`config.mk`:
```
export PLATFORM = sky130hd
export DESIGN_NAME = stage_mem
export DESIGN_NICKNAME = d
export VERILOG_FILES = /design/src/rtl/stage_mem_pkg.sv /design/src/rtl/stage_mem_pipeline.sv /design/src/rtl/stage_mem.sv
export SDC_FILE = /design/constraint.sdc
export NUM_CORES = 1
export LEC_CHECK = 0
export CAP_MARGIN = 25
export CORE_MARGIN = 2
export CORE_UTILIZATION = 43
export CTS_CLUSTER_SIZE = 20
export DETAILED_ROUTE_END_ITERATION = 8
export MAX_ROUTING_LAYER = met4
export PLACE_DENSITY = 0.83
export SLEW_MARGIN = 0
export SYNTH_ARGS = -nofsm -noshare
export SYNTH_HDL_FRONTEND = slang
export SYNTH_SLANG_ARGS = --single-unit
```
`constraint.sdc`:
```
create_clock -name clk -period 2.66 [get_ports clk]
set_input_delay 0.665 -clock clk [delete_from_list [all_inputs] [get_ports clk]]
set_output_delay 0.665 -clock clk [all_outputs]
set_load 0.02 [all_outputs]
```
`src/rtl/stage_mem_pkg.sv`:
```
// Shared CPU package: load-type encodings and the load alignment helper used by the MEM stage.
package stage_mem_pkg;

    localparam int MEM_OP_W = 3;

    localparam logic [MEM_OP_W-1:0] LD_W  = 3'd0;
    localparam logic [MEM_OP_W-1:0] LD_B  = 3'd1;
    localparam logic [MEM_OP_W-1:0] LD_H  = 3'd2;
    localparam logic [MEM_OP_W-1:0] LD_BU = 3'd3;
    localparam logic [MEM_OP_W-1:0] LD_HU = 3'd4;

    typedef logic [MEM_OP_W-1:0] mem_op_t;

    // Selects the addressed byte/halfword of a read word and extends it.
    // Reserved codes fall through to a full-word load; a[0] is ignored for halfwords.
    function automatic logic [31:0] load_align(
        input logic [31:0] rdata,
        input logic [1:0]  a,
        input mem_op_t     op
    );
        logic [7:0]  byte_sel;
        logic [15:0] half_sel;
        logic [31:0] result;
        case (a)
            2'd0:    byte_sel = rdata[7:0];
            2'd1:    byte_sel = rdata[15:8];
            2'd2:    byte_sel = rdata[23:16];
            default: byte_sel = rdata[31:24];
        endcase
        half_sel = a[1] ? rdata[31:16] : rdata[15:0];
        case (op)
            LD_B:    result = {{24{byte_sel[7]}}, byte_sel};
            LD_BU:   result = {24'd0, byte_sel};
            LD_H:    result = {{16{half_sel[15]}}, half_sel};
            LD_HU:   result = {16'd0, half_sel};
            default: result = rdata;
        endcase
        return result;
    endfunction

endpackage

```
`src/rtl/stage_mem_pipeline.sv`:
```
// Common pipeline handshake unit: one valid bit plus allowin/validout/refreshing.
module stage_mem_pipeline (
    input  logic clk,
    input  logic rst,
    input  logic validin,
    input  logic allowout,
    input  logic readygo,
    output logic valid,
    output logic allowin,
    output logic validout,
    output logic refreshing
);

    // Handshake: the stage takes a new instruction from upstream when validin & allowin,
    // and hands its own instruction downstream when validout & allowout. allowin is high
    // whenever the stage is empty or its occupant is leaving this cycle.
    assign allowin    = ~valid | (readygo & allowout);
    assign validout   = valid & readygo;
    assign refreshing = validin & allowin;

    always_ff @(posedge clk) begin
        if (rst) begin
            valid <= 1'b0;
        end else if (allowin) begin
            valid <= validin;
        end
    end

endmodule

```
`src/rtl/stage_mem.sv`:
```
// MEM stage: captures synchronous SRAM read data, aligns loads, and selects the write-back value.
module stage_mem
    import stage_mem_pkg::*;
(
    input  logic        clk,
    input  logic        rst,
    input  logic        validin,
    input  logic        allowout,
    output logic        allowin,
    output logic        validout,
    input  logic [31:0] input_pc,
    output logic [31:0] output_pc,
    input  logic [4:0]  input_rf_waddr,
    output logic [4:0]  output_rf_waddr,
    input  logic        input_rf_we,
    output logic        output_rf_we,
    input  logic [31:0] input_alu_result,
    input  logic        input_mem_read,
    input  logic [2:0]  input_mem_op,
    input  logic [31:0] data_sram_rdata,
    output logic [31:0] output_rf_wdata,
    output logic [31:0] forward_data,
    output logic        forward_we,
    output logic [4:0]  forward_waddr
);

    logic        valid;
    logic        refreshing;

    logic [31:0] pc;
    logic [4:0]  rf_waddr;
    logic        rf_we;
    logic [31:0] alu_result;
    logic        mem_read;
    mem_op_t     mem_op;

    logic        fresh;
    logic [31:0] rdata_buf;
    logic [31:0] load_word;
    logic [31:0] wdata;

    stage_mem_pipeline u_pipeline (
        .clk        (clk),
        .rst        (rst),
        .validin    (validin),
        .allowout   (allowout),
        .readygo    (1'b1),
        .valid      (valid),
        .allowin    (allowin),
        .validout   (validout),
        .refreshing (refreshing)
    );

    always_ff @(posedge clk) begin
        if (rst) begin
            pc         <= 32'd0;
            rf_waddr   <= 5'd0;
            rf_we      <= 1'b0;
            alu_result <= 32'd0;
            mem_read   <= 1'b0;
            mem_op     <= LD_W;
        end else if (refreshing) begin
            pc         <= input_pc;
            rf_waddr   <= input_rf_waddr;
            rf_we      <= input_rf_we;
            alu_result <= input_alu_result;
            mem_read   <= input_mem_read;
            mem_op     <= input_mem_op;
        end
    end

    // SRAM data is only meaningful in the first cycle after a refresh; buffer it then so
    // a stall survives the SRAM address moving on to EX's next access.
    always_ff @(posedge clk) begin
        if (rst) begin
            fresh     <= 1'b0;
            rdata_buf <= 32'd0;
        end else begin
            fresh <= refreshing & validin;
            if (fresh) begin
                rdata_buf <= data_sram_rdata;
            end
        end
    end

    always_comb begin
        load_word = fresh ? data_sram_rdata : rdata_buf;
        wdata     = mem_read ? load_align(load_word, alu_result[1:0], mem_op) : alu_result;
    end

    assign output_pc       = pc;
    assign output_rf_waddr = rf_waddr;
    assign output_rf_we    = rf_we;
    assign output_rf_wdata = wdata;
    assign forward_data    = wdata;
    assign forward_we      = valid & rf_we;
    assign forward_waddr   = rf_waddr;

endmodule

```
==> insert_results.sql, run 1 <==
INSERT INTO impl_metrics (metric_group, metric, value, unit) VALUES
('status', 'status', 'complete, but fails checks', ''),
('status', 'violations', 'setup timing', ''),
('routing', 'routed_wl', '21110', 'microns'),
('clock_network', 'cts_made_buffers', '9', ''),
('min_path', 'hold_path.class', 'flop to flop', ''),
('floorplanning', 'core', '11860', 'sq um'),
('timing', 'timing.final.crit_period', '2.910', 'ns'),
('timing', 'maxClockFrequency', '0.3436', 'GHz'),
('routing', 'drtAntennaViolNets', '0', ''),
('critical_path', 'critical_path_end_type', 'output port', ''),
('clock_network', 'cts_hold_buf', '0', ''),
('clock_network', 'ctsHtreeMaxLevel', '3', ''),
('run', 'drv.max_cap_violation_count', '0', ''),
('critical_path', 'crit_path_top_delay_cell', 'sky130_fd_sc_hd__o32a_1', ''),
('power_and_ir_drop', 'power_per_cell_area', '500.6', 'nW/um^2'),
('clock_network', 'clock_network_latency_to_the_later_pin_of_the_worst_skew_pair', '0.35', 'ns'),
('yosys', 'synthesis.area', '5165', 'sq um'),
('timing', 'layout_setup_ws', '-0.2502', 'ns'),
('clock_network', 'cts_root_buffer', 'sky130_fd_sc_hd__clkbuf_16', ''),
('routing', 'wl_per_cell', '20.40', 'microns'),
('timing', 'setup_total_negative_slack', '-9.868', 'ns'),
('cells_and_area', 'mostFrequentLayoutCells', 'sky130_fd_sc_hd__nand2_1, sky130_fd_sc_hd__clkdlybuf4s50_1, sky130_fd_sc_hd__dfxtp_1', ''),
('floorplanning', 'placementRows', '40', ''),
('place', 'place.gp.congestion', '1.030', ''),
('routing', 'via_per_inst', '5.617', ''),
('global_routing', 'grt_overflow', '0', ''),
('power_and_ir_drop', 'total_leakage_power', '0.003569', 'uW'),
('yosys', 'synth.ff_latch_count', '108', ''),
('timing', 'hold_viol', '0', ''),
('power_and_ir_drop', 'worst_ir_drop_vdd', '0.3408', 'mV'),
('timing', 'least_margin_pin_slew', '0.5062', 'ns'),
('floorplanning', 'dieWidth', '113.6', 'microns'),
('yosys', 'syn_avg_cell_area', '8.008', 'sq um'),
('cells_and_area', 'area_growth_syn_to_layout', '76.99', '%'),
('yosys', 'synthesized_instance_count', '645', ''),
('critical_path', 'critical-path-max-stage-delay', '0.40', 'ns'),
('floorplanning', 'design.die.area', '12900', 'sq um'),
('timing', 'period_share', '1.094', ''),
('cells_and_area', 'antenna_cells', '0', ''),
('timing', 'setup_repair_after_global_routing_missed_its_margin', 'yes', ''),
('cells_and_area', 'mostFrequentLayoutCell', 'sky130_fd_sc_hd__nand2_1', ''),
('critical_path', 'crit_fanout', '7', ''),
('critical_path', 'worstPathCellList', 'buf_4, buf_6, buf_12, mux2_4, nor2_2, a211oi_1, o32a_1, buf_4, buf_6', ''),
('clock_network', 'cts_buffer_depth', '2', ''),
('place', 'portBuffers', '219', ''),
('routing', 'drc', '0', ''),
('global_routing', 'global_route_wire_length_before_repair', '28080', 'microns'),
('clock_network', 'cts.clk_slew.worst_paths', '0.07', 'ns'),
('floorplanning', 'start_util', '0.4354', ''),
('critical_path', 'arrival', '2.25', 'ns'),
('clock_network', 'tritoncts', 'built', ''),
('timing', 'finalMaxSlewViolations', '0', ''),
('clock_network', 'clock_sink_count', '108', ''),
('critical_path', 'worst-endpoint-required', '2.00', 'ns'),
('yosys', 'synth.distinct_cells', '38', ''),
('critical_path', 'crit_buf_inv', '5', ''),
('timing', 'setup_violations', '62', ''),
('routing', 'drt_first_pass_iters', '5', ''),
('place', 'dp_cells', '982', ''),
('critical_path', 'timing.critical_path.from_type', 'flop', ''),
('routing', 'num_vias', '5814', ''),
('yosys', 'synth-seq-area-share', '0.4186', ''),
('global_routing', 'grt_use_total', '0.2828', ''),
('timing', 'slew_headroom', '0.6625', ''),
('place', 'detailedPlacementHpwl', '12430', 'microns'),
('critical_path', 'setup.worst_path.class', 'flop to output port', ''),
('global_routing', 'grt_antenna_before_repair', '0', ''),
('global_routing', 'grt_start_max_net_pins', '76', ''),
('cells_and_area', 'final_layout_size_suffix_gt1_frac', '0.3232', ''),
('critical_path', 'crit_family', 'buffers and inverters', ''),
('floorplanning', 'die_y', '113.6', 'microns'),
('cells_and_area', 'num-nets-final', '993', ''),
('yosys', 'synth_warn', '0', ''),
('timing', 'final.setup_skew', '0.009294', 'ns'),
('floorplanning', 'ios', '220', ''),
('cells_and_area', 'final_cells', '1035', ''),
('routing', 'dr.first_iter.drc_count', '484', ''),
('yosys', 'synth_nets', '755', ''),
('global_routing', 'grt_pass1_vias', '5534', '');
power by group:
part           total (uW)  internal [uW]  switching [uW]
combinational        1470            730             744
sequential           1780           1710            71.0
clock                1320            709             616
area by class of cell:
type / instances / area, sq um
timing repair buffer: 316 / 3187
tap: 147 / 183.9
clock buffer: 12 / 266.5
multi-input combinational: 437 / 3266
fill: 729 / 2720
inverter: 11 / 41.29
sequential: 108 / 2175
clock inverter: 4 / 22.52
cells in the mapped netlist:
cell | n | area (sq um)
sky130_fd_sc_hd__nor4bb_1 | 2 | 20.02
sky130_fd_sc_hd__o211ai_2 | 1 | 12.51
sky130_fd_sc_hd__a21boi_0 | 1 | 7.510
sky130_fd_sc_hd__inv_1 | 11 | 41.29
sky130_fd_sc_hd__a41oi_1 | 7 | 61.31
sky130_fd_sc_hd__a21bo_2 | 1 | 10.01
sky130_fd_sc_hd__a21oi_1 | 77 | 385.4
sky130_fd_sc_hd__buf_2 | 10 | 50.05
sky130_fd_sc_hd__buf_6 | 1 | 11.26
sky130_fd_sc_hd__nand3b_1 | 1 | 7.510
sky130_fd_sc_hd__buf_1 | 6 | 22.52
sky130_fd_sc_hd__mux2_2 | 7 | 78.83
sky130_fd_sc_hd__clkbuf_1 | 33 | 123.9
sky130_fd_sc_hd__nand2_1 | 166 | 623.1
sky130_fd_sc_hd__a41oi_2 | 10 | 162.7
sky130_fd_sc_hd__nor4b_1 | 1 | 8.760
sky130_fd_sc_hd__and2_1 | 2 | 12.51
sky130_fd_sc_hd__a2111oi_4 | 1 | 27.53
sky130_fd_sc_hd__o221ai_1 | 7 | 61.31
sky130_fd_sc_hd__buf_4 | 39 | 292.8
sky130_fd_sc_hd__nand2_2 | 1 | 6.260
sky130_fd_sc_hd__dfxtp_1 | 108 | 2162
sky130_fd_sc_hd__mux2i_2 | 1 | 13.76
sky130_fd_sc_hd__or2_2 | 2 | 12.51
sky130_fd_sc_hd__o221a_2 | 7 | 78.83
sky130_fd_sc_hd__o21ai_0 | 2 | 10.01
sky130_fd_sc_hd__a31oi_1 | 2 | 12.51
sky130_fd_sc_hd__or3b_2 | 1 | 8.760
sky130_fd_sc_hd__o32a_1 | 7 | 70.07
sky130_fd_sc_hd__mux2i_1 | 31 | 310.3
sky130_fd_sc_hd__nand2b_1 | 6 | 37.54
sky130_fd_sc_hd__o21bai_1 | 2 | 15.01
sky130_fd_sc_hd__xor2_1 | 2 | 17.52
sky130_fd_sc_hd__a211oi_1 | 6 | 45.04
sky130_fd_sc_hd__a211o_1 | 1 | 8.760
sky130_fd_sc_hd__nor2_1 | 68 | 255.2
sky130_fd_sc_hd__o22ai_1 | 8 | 50.05
sky130_fd_sc_hd__nor3_1 | 6 | 30.03
metrics by stage:
step	power (uW)	setup slack, ns	util	area [sq um]	hold slack (ns)
2_1_floorplan	2418	-0.08505	-	5215	0.4363
3_3_place_gp	2962	-0.9055	0.6477	7682	0.4407
3_5_place_dp	2990	-0.9507	0.6477	7682	0.4489
4_1_cts	4333	-0.1974	0.7080	8398	0.4570
5_1_grt	4742	-0.2917	0.7707	9141	0.4781
6_report	4577	-0.2502	0.7707	9141	0.4561
worst min-delay path, stage by stage (launching register included):
cell and delay (ns):
sky130_fd_sc_hd__dfxtp_1 0.31, sky130_fd_sc_hd__nand2_1 0.05, sky130_fd_sc_hd__a21oi_1 0.05
logic make-up (layout without fill, tap and decap cells):
kind of cell	Yosys count	count (layout)	synth area share
AO/OA/AOI/OAI	140	140	0.1972
XOR/XNOR	2	2	0.003392
buffers and inverters	100	343	0.1049
flip-flops	108	108	0.4186
multiplexers	39	39	0.07800
AND/OR/NAND/NOR	256	256	0.1979
flip-flops by register name, indices dropped and copies added, names as in the netlist:
name / cells
alu_result: 32
forward_waddr: 5
fresh: 1
mem_op: 3
mem_read: 1
output_pc: 32
output_rf_we: 1
rdata_buf: 32
u_pipeline.valid: 1
routing by layer:
metal  part of all wire  global-route usage
met1               0.36              0.3190
met2               0.50              0.4806
met3              0.074             0.05101
met4              0.060              0.1463
met5                  0                   -
repair_timing:
action,4_1_cts,5_1_grt
setup buffers,21,12
pin swaps,22,36
gates resized for setup,404,133
cloned,3,2
setup endpoints to repair,64,64
worst paths after layout:
check | start | end | slack, ns | depth (start not counted)
setup / recovery | fresh$_SDFF_PP0_ | output_rf_wdata[0] | -0.25 | 9
hold / removal | output_pc[6]$_SDFFE_PP0P_ | output_pc[6]$_SDFFE_PP0P_ | 0.46 | 2
hold reg to reg | output_pc[6]$_SDFFE_PP0P_ | output_pc[6]$_SDFFE_PP0P_ | 0.46 | 2
setup reg to reg | u_pipeline.valid$_SDFFE_PP0N_ | alu_result[24]$_SDFFE_PP0P_ | 1.13 | 6
(Power assumes the default switching activity.)
==> run 2: changes to the inputs <==
--- a/config.mk
+++ b/config.mk
@@ -6,12 +6,14 @@
 export NUM_CORES = 1
 export LEC_CHECK = 0
 export CAP_MARGIN = 25
+export CELL_PAD_IN_SITES_DETAIL_PLACEMENT = 1
+export CELL_PAD_IN_SITES_GLOBAL_PLACEMENT = 2
 export CORE_MARGIN = 2
-export CORE_UTILIZATION = 43
+export CORE_UTILIZATION = 23
 export CTS_CLUSTER_SIZE = 20
 export DETAILED_ROUTE_END_ITERATION = 8
 export MAX_ROUTING_LAYER = met4
-export PLACE_DENSITY = 0.83
+export PLACE_DENSITY = 0.82
 export SLEW_MARGIN = 0
 export SYNTH_ARGS = -nofsm -noshare
 export SYNTH_HDL_FRONTEND = slang
==> insert_results.sql, run 2 (same netlist as run 1, synthesis figures left out) <==
INSERT INTO impl_metrics (metric_group, metric, value, unit) VALUES
('routing', 'num_vias', '5509', ''),
('critical_path', 'worst_setup_path_endpoint', 'forward_data[24]', ''),
('power_and_ir_drop', 'power.share.clock', '0.312', ''),
('cells_and_area', 'final_layout_size_suffix_gt1_frac', '0.3391', ''),
('timing', 'setup_repair_after_global_routing_missed_its_margin', 'yes', ''),
('routing', 'via_per_inst', '4.591', ''),
('floorplanning', 'die_y', '153.9', 'microns'),
('critical_path', 'reg2regPathDepth', '7', ''),
('power_and_ir_drop', 'internal-power', '3327', 'uW'),
('clock_network', 'cts_made_buffers', '9', ''),
('routing', 'dr.first_iter.drc_count', '173', ''),
('timing', 'timing.final.crit_period', '2.915', 'ns'),
('place', 'detailedPlacementHpwl', '14890', 'microns'),
('power_and_ir_drop', 'seq_power_share', '0.371', ''),
('clock_network', 'cts.clk_slew.worst_paths', '0.08', 'ns'),
('critical_path', 'setup.worst_path.class', 'flop to output port', ''),
('cells_and_area', 'area_growth_syn_to_layout', '86.41', '%'),
('critical_path', 'worst-endpoint-required', '2.00', 'ns'),
('floorplanning', 'placementRows', '54', ''),
('run', 'drv.max_cap_violation_count', '0', ''),
('global_routing', 'grt_use_total', '0.1845', ''),
('floorplanning', 'start_util', '0.2352', ''),
('status', 'status', 'complete, but fails checks', ''),
('critical_path', 'timing.critical_path.from_type', 'flop', ''),
('timing', 'setup_violations', '64', ''),
('timing', 'slew_headroom', '0.6338', ''),
('critical_path', 'critical_path_end_type', 'output port', ''),
('routing', 'drc', '0', ''),
('floorplanning', 'dieWidth', '153.9', 'microns'),
('routing', 'drt_first_pass_iters', '4', ''),
('power_and_ir_drop', 'net_switching_share_of_the_total_power', '0.3021', ''),
('global_routing', 'grt_antenna_before_repair', '3', ''),
('global_routing', 'global_route_wire_length_before_repair', '32520', 'microns'),
('clock_network', 'cts_buffer_depth', '2', ''),
('min_path', 'hold_path.class', 'flop to flop', ''),
('power_and_ir_drop', 'total_design_power', '4767', 'uW'),
('timing', 'layout_setup_ws', '-0.2549', 'ns'),
('cells_and_area', 'postLayoutCellArea', '9628', 'sq um'),
('critical_path', 'worstPathCellList', 'mux2i_4, a2111oi_4, nand2_4, buf_12, a41oi_4, buf_4', ''),
('timing', 'maxClockFrequency', '0.3431', 'GHz'),
('power_and_ir_drop', 'worst_ir_drop_vdd', '0.3100', 'mV'),
('cells_and_area', 'mostFrequentLayoutCell', 'sky130_fd_sc_hd__nand2_1', ''),
('critical_path', 'crit_family', 'compound AO/OA/AOI/OAI gates', ''),
('global_routing', 'grt_overflow', '0', ''),
('timing', 'setup_total_negative_slack', '-11.54', 'ns'),
('clock_network', 'cts_root_buffer', 'sky130_fd_sc_hd__clkbuf_16', ''),
('global_routing', 'grt_pass1_vias', '5652', ''),
('place', 'place.gp.congestion', '0.8185', ''),
('status', 'violations', 'setup timing', ''),
('critical_path', 'worstReg2RegStart', 'fresh$_SDFF_PP0_', ''),
('floorplanning', 'design.die.area', '23670', 'sq um'),
('timing', 'finalMaxSlewViolations', '0', ''),
('place', 'portBuffers', '219', ''),
('critical_path', 'timing.rr.end', 'rdata_buf[22]$_SDFF_PP0_', ''),
('clock_network', 'clock_network_latency_to_the_later_pin_of_the_worst_skew_pair', '0.36', 'ns'),
('power_and_ir_drop', 'p_sw', '1440', 'uW'),
('critical_path', 'critical-path-max-stage-delay', '0.48', 'ns'),
('cells_and_area', 'multi_input_area', '3232', 'sq um'),
('routing', 'wl_per_cell', '18.41', 'microns'),
('timing', 'final.setup_skew', '0.01012', 'ns'),
('floorplanning', 'ios', '220', ''),
('critical_path', 'crit_buf_inv', '2', ''),
('cells_and_area', 'mostFrequentLayoutCells', 'sky130_fd_sc_hd__nand2_1, sky130_fd_sc_hd__clkdlybuf4s50_1, sky130_fd_sc_hd__buf_4', ''),
('timing', 'period_share', '1.096', ''),
('routing', 'routed_wl', '22090', 'microns'),
('cells_and_area', 'fill_cells', '2484', ''),
('timing', 'least_margin_pin_slew', '0.5493', 'ns'),
('power_and_ir_drop', 'power_per_cell_area', '495.1', 'nW/um^2'),
('place', 'postPlaceCellArea', '7991', 'sq um'),
('clock_network', 'tritoncts', 'built', ''),
('cells_and_area', 'num-nets-final', '1022', ''),
('min_path', 'hold-path-cell-count', '2', ''),
('critical_path', 'crit_fanout', '10', ''),
('clock_network', 'ctsHtreeMaxLevel', '3', ''),
('critical_path', 'number_of_gates_on_the_worst_path_with_buffers_counted', '6', ''),
('timing', 'hold_viol', '0', ''),
('power_and_ir_drop', 'total_leakage_power', '0.003707', 'uW'),
('cells_and_area', 'layout.area.seq', '2175', 'sq um'),
('floorplanning', 'core', '21960', 'sq um'),
('global_routing', 'grt_start_max_net_pins', '58', ''),
('routing', 'drtAntennaViolNets', '0', ''),
('clock_network', 'clock_sink_count', '108', ''),
('critical_path', 'crit_path_top_delay_cell', 'sky130_fd_sc_hd__a2111oi_4', ''),
('critical_path', 'arrival', '2.25', 'ns'),
('critical_path', 'cp-startpoint', 'fresh$_SDFF_PP0_', ''),
('critical_path', 'reg2reg_slack', '1.16', 'ns'),
('power_and_ir_drop', 'power_frac_comb', '0.317', '');
-- run 2: cell types whose count changed in the layout (fill, tap and decap cells not counted), moves of 4 or more --
cell                              before  now
sky130_fd_sc_hd__o221a_4               7    1
sky130_fd_sc_hd__buf_12               14   20
sky130_fd_sc_hd__buf_6                55   59
sky130_fd_sc_hd__nor2_4                4    0
sky130_fd_sc_hd__o221a_2               0    6
sky130_fd_sc_hd__dlymetal6s2s_1        5    1
sky130_fd_sc_hd__clkdlybuf4s50_1     138  144
sky130_fd_sc_hd__mux2i_2               8    4
sky130_fd_sc_hd__buf_4                85  105
-- run 2: how the worst min path moves through the flow --
stage,start,endpoint
final,output_pc[2]$_SDFFE_PP0P_,output_pc[2]$_SDFFE_PP0P_
after global routing,output_pc[10]$_SDFFE_PP0P_,output_pc[10]$_SDFFE_PP0P_
after CTS,output_pc[31]$_SDFFE_PP0P_,output_pc[31]$_SDFFE_PP0P_
after detailed placement,alu_result[5]$_SDFFE_PP0P_,alu_result[5]$_SDFFE_PP0P_
after global placement,output_pc[9]$_SDFFE_PP0P_,output_pc[9]$_SDFFE_PP0P_
after floorplan,alu_result[10]$_SDFFE_PP0P_,alu_result[10]$_SDFFE_PP0P_
-- run 2: final cells by class --
cell class,count,area share
Antenna cell,3,0.0007797
Clock buffer,12,0.02560
Clock inverter,4,0.007537
Inverter,11,0.004289
Multi-Input combinational cell,437,0.3357
Sequential cell,108,0.2259
Tap cell,280,0.03639
Timing Repair Buffer,345,0.3639
-- run 2: per-stage QoR --
stage / hold slack [ns] / util / std cells / worst slack [ns]
4_1_cts: 0.4591 / 0.4194 / 1184 / -0.2314
6_report: 0.4559 / 0.4385 / 1200 / -0.2549
2_1_floorplan: 0.4363 / - / 645 / -0.08505
5_1_grt: 0.4784 / 0.4385 / 1200 / -0.3174
3_3_place_gp: 0.4407 / 0.3639 / 1137 / -0.8648
3_5_place_dp: 0.4486 / 0.3639 / 1137 / -0.9499
-- run 2: power groups by stage --
| stage | Combinational, uW | Sequential (uW) | Clock [uW] |
|---|---|---|---|
| finish | 1510 | 1770 | 1490 |
| CTS | 1420 | 1770 | 1540 |
| floorplan | 596 | 1820 | 0 |
| detailed placement | 1260 | 1800 | 0 |
| global placement | 1240 | 1790 | 0 |
| global route | 1600 | 1780 | 1600 |
-- run 2: timing repair --
action / in CTS / in global routing
hold endpoints to repair: 0 / 0
gates resized for setup: 453 / 57
hold buffers: 0 / 0
pin swaps: 30 / 25
gates cloned: 3 / 2
setup endpoints to repair: 64 / 64
setup buffers: 33 / 15
-- run 2: routing by layer --
metal,up-vias,part of all wire,wire length (microns),track usage
met2,162,0.52,11460,0.3168
met5,-,0,0,-
met1,2633,0.40,8766,0.2063
met3,25,0.063,1383,0.05891
met4,0,0.022,486,0.05251
li1,2689,-,-,-
-- run 2: worst min-delay path, stage by stage (launching register included) --
cell	delay (ns)
sky130_fd_sc_hd__dfxtp_1	0.31
sky130_fd_sc_hd__nand2_1	0.05
sky130_fd_sc_hd__a21oi_1	0.05
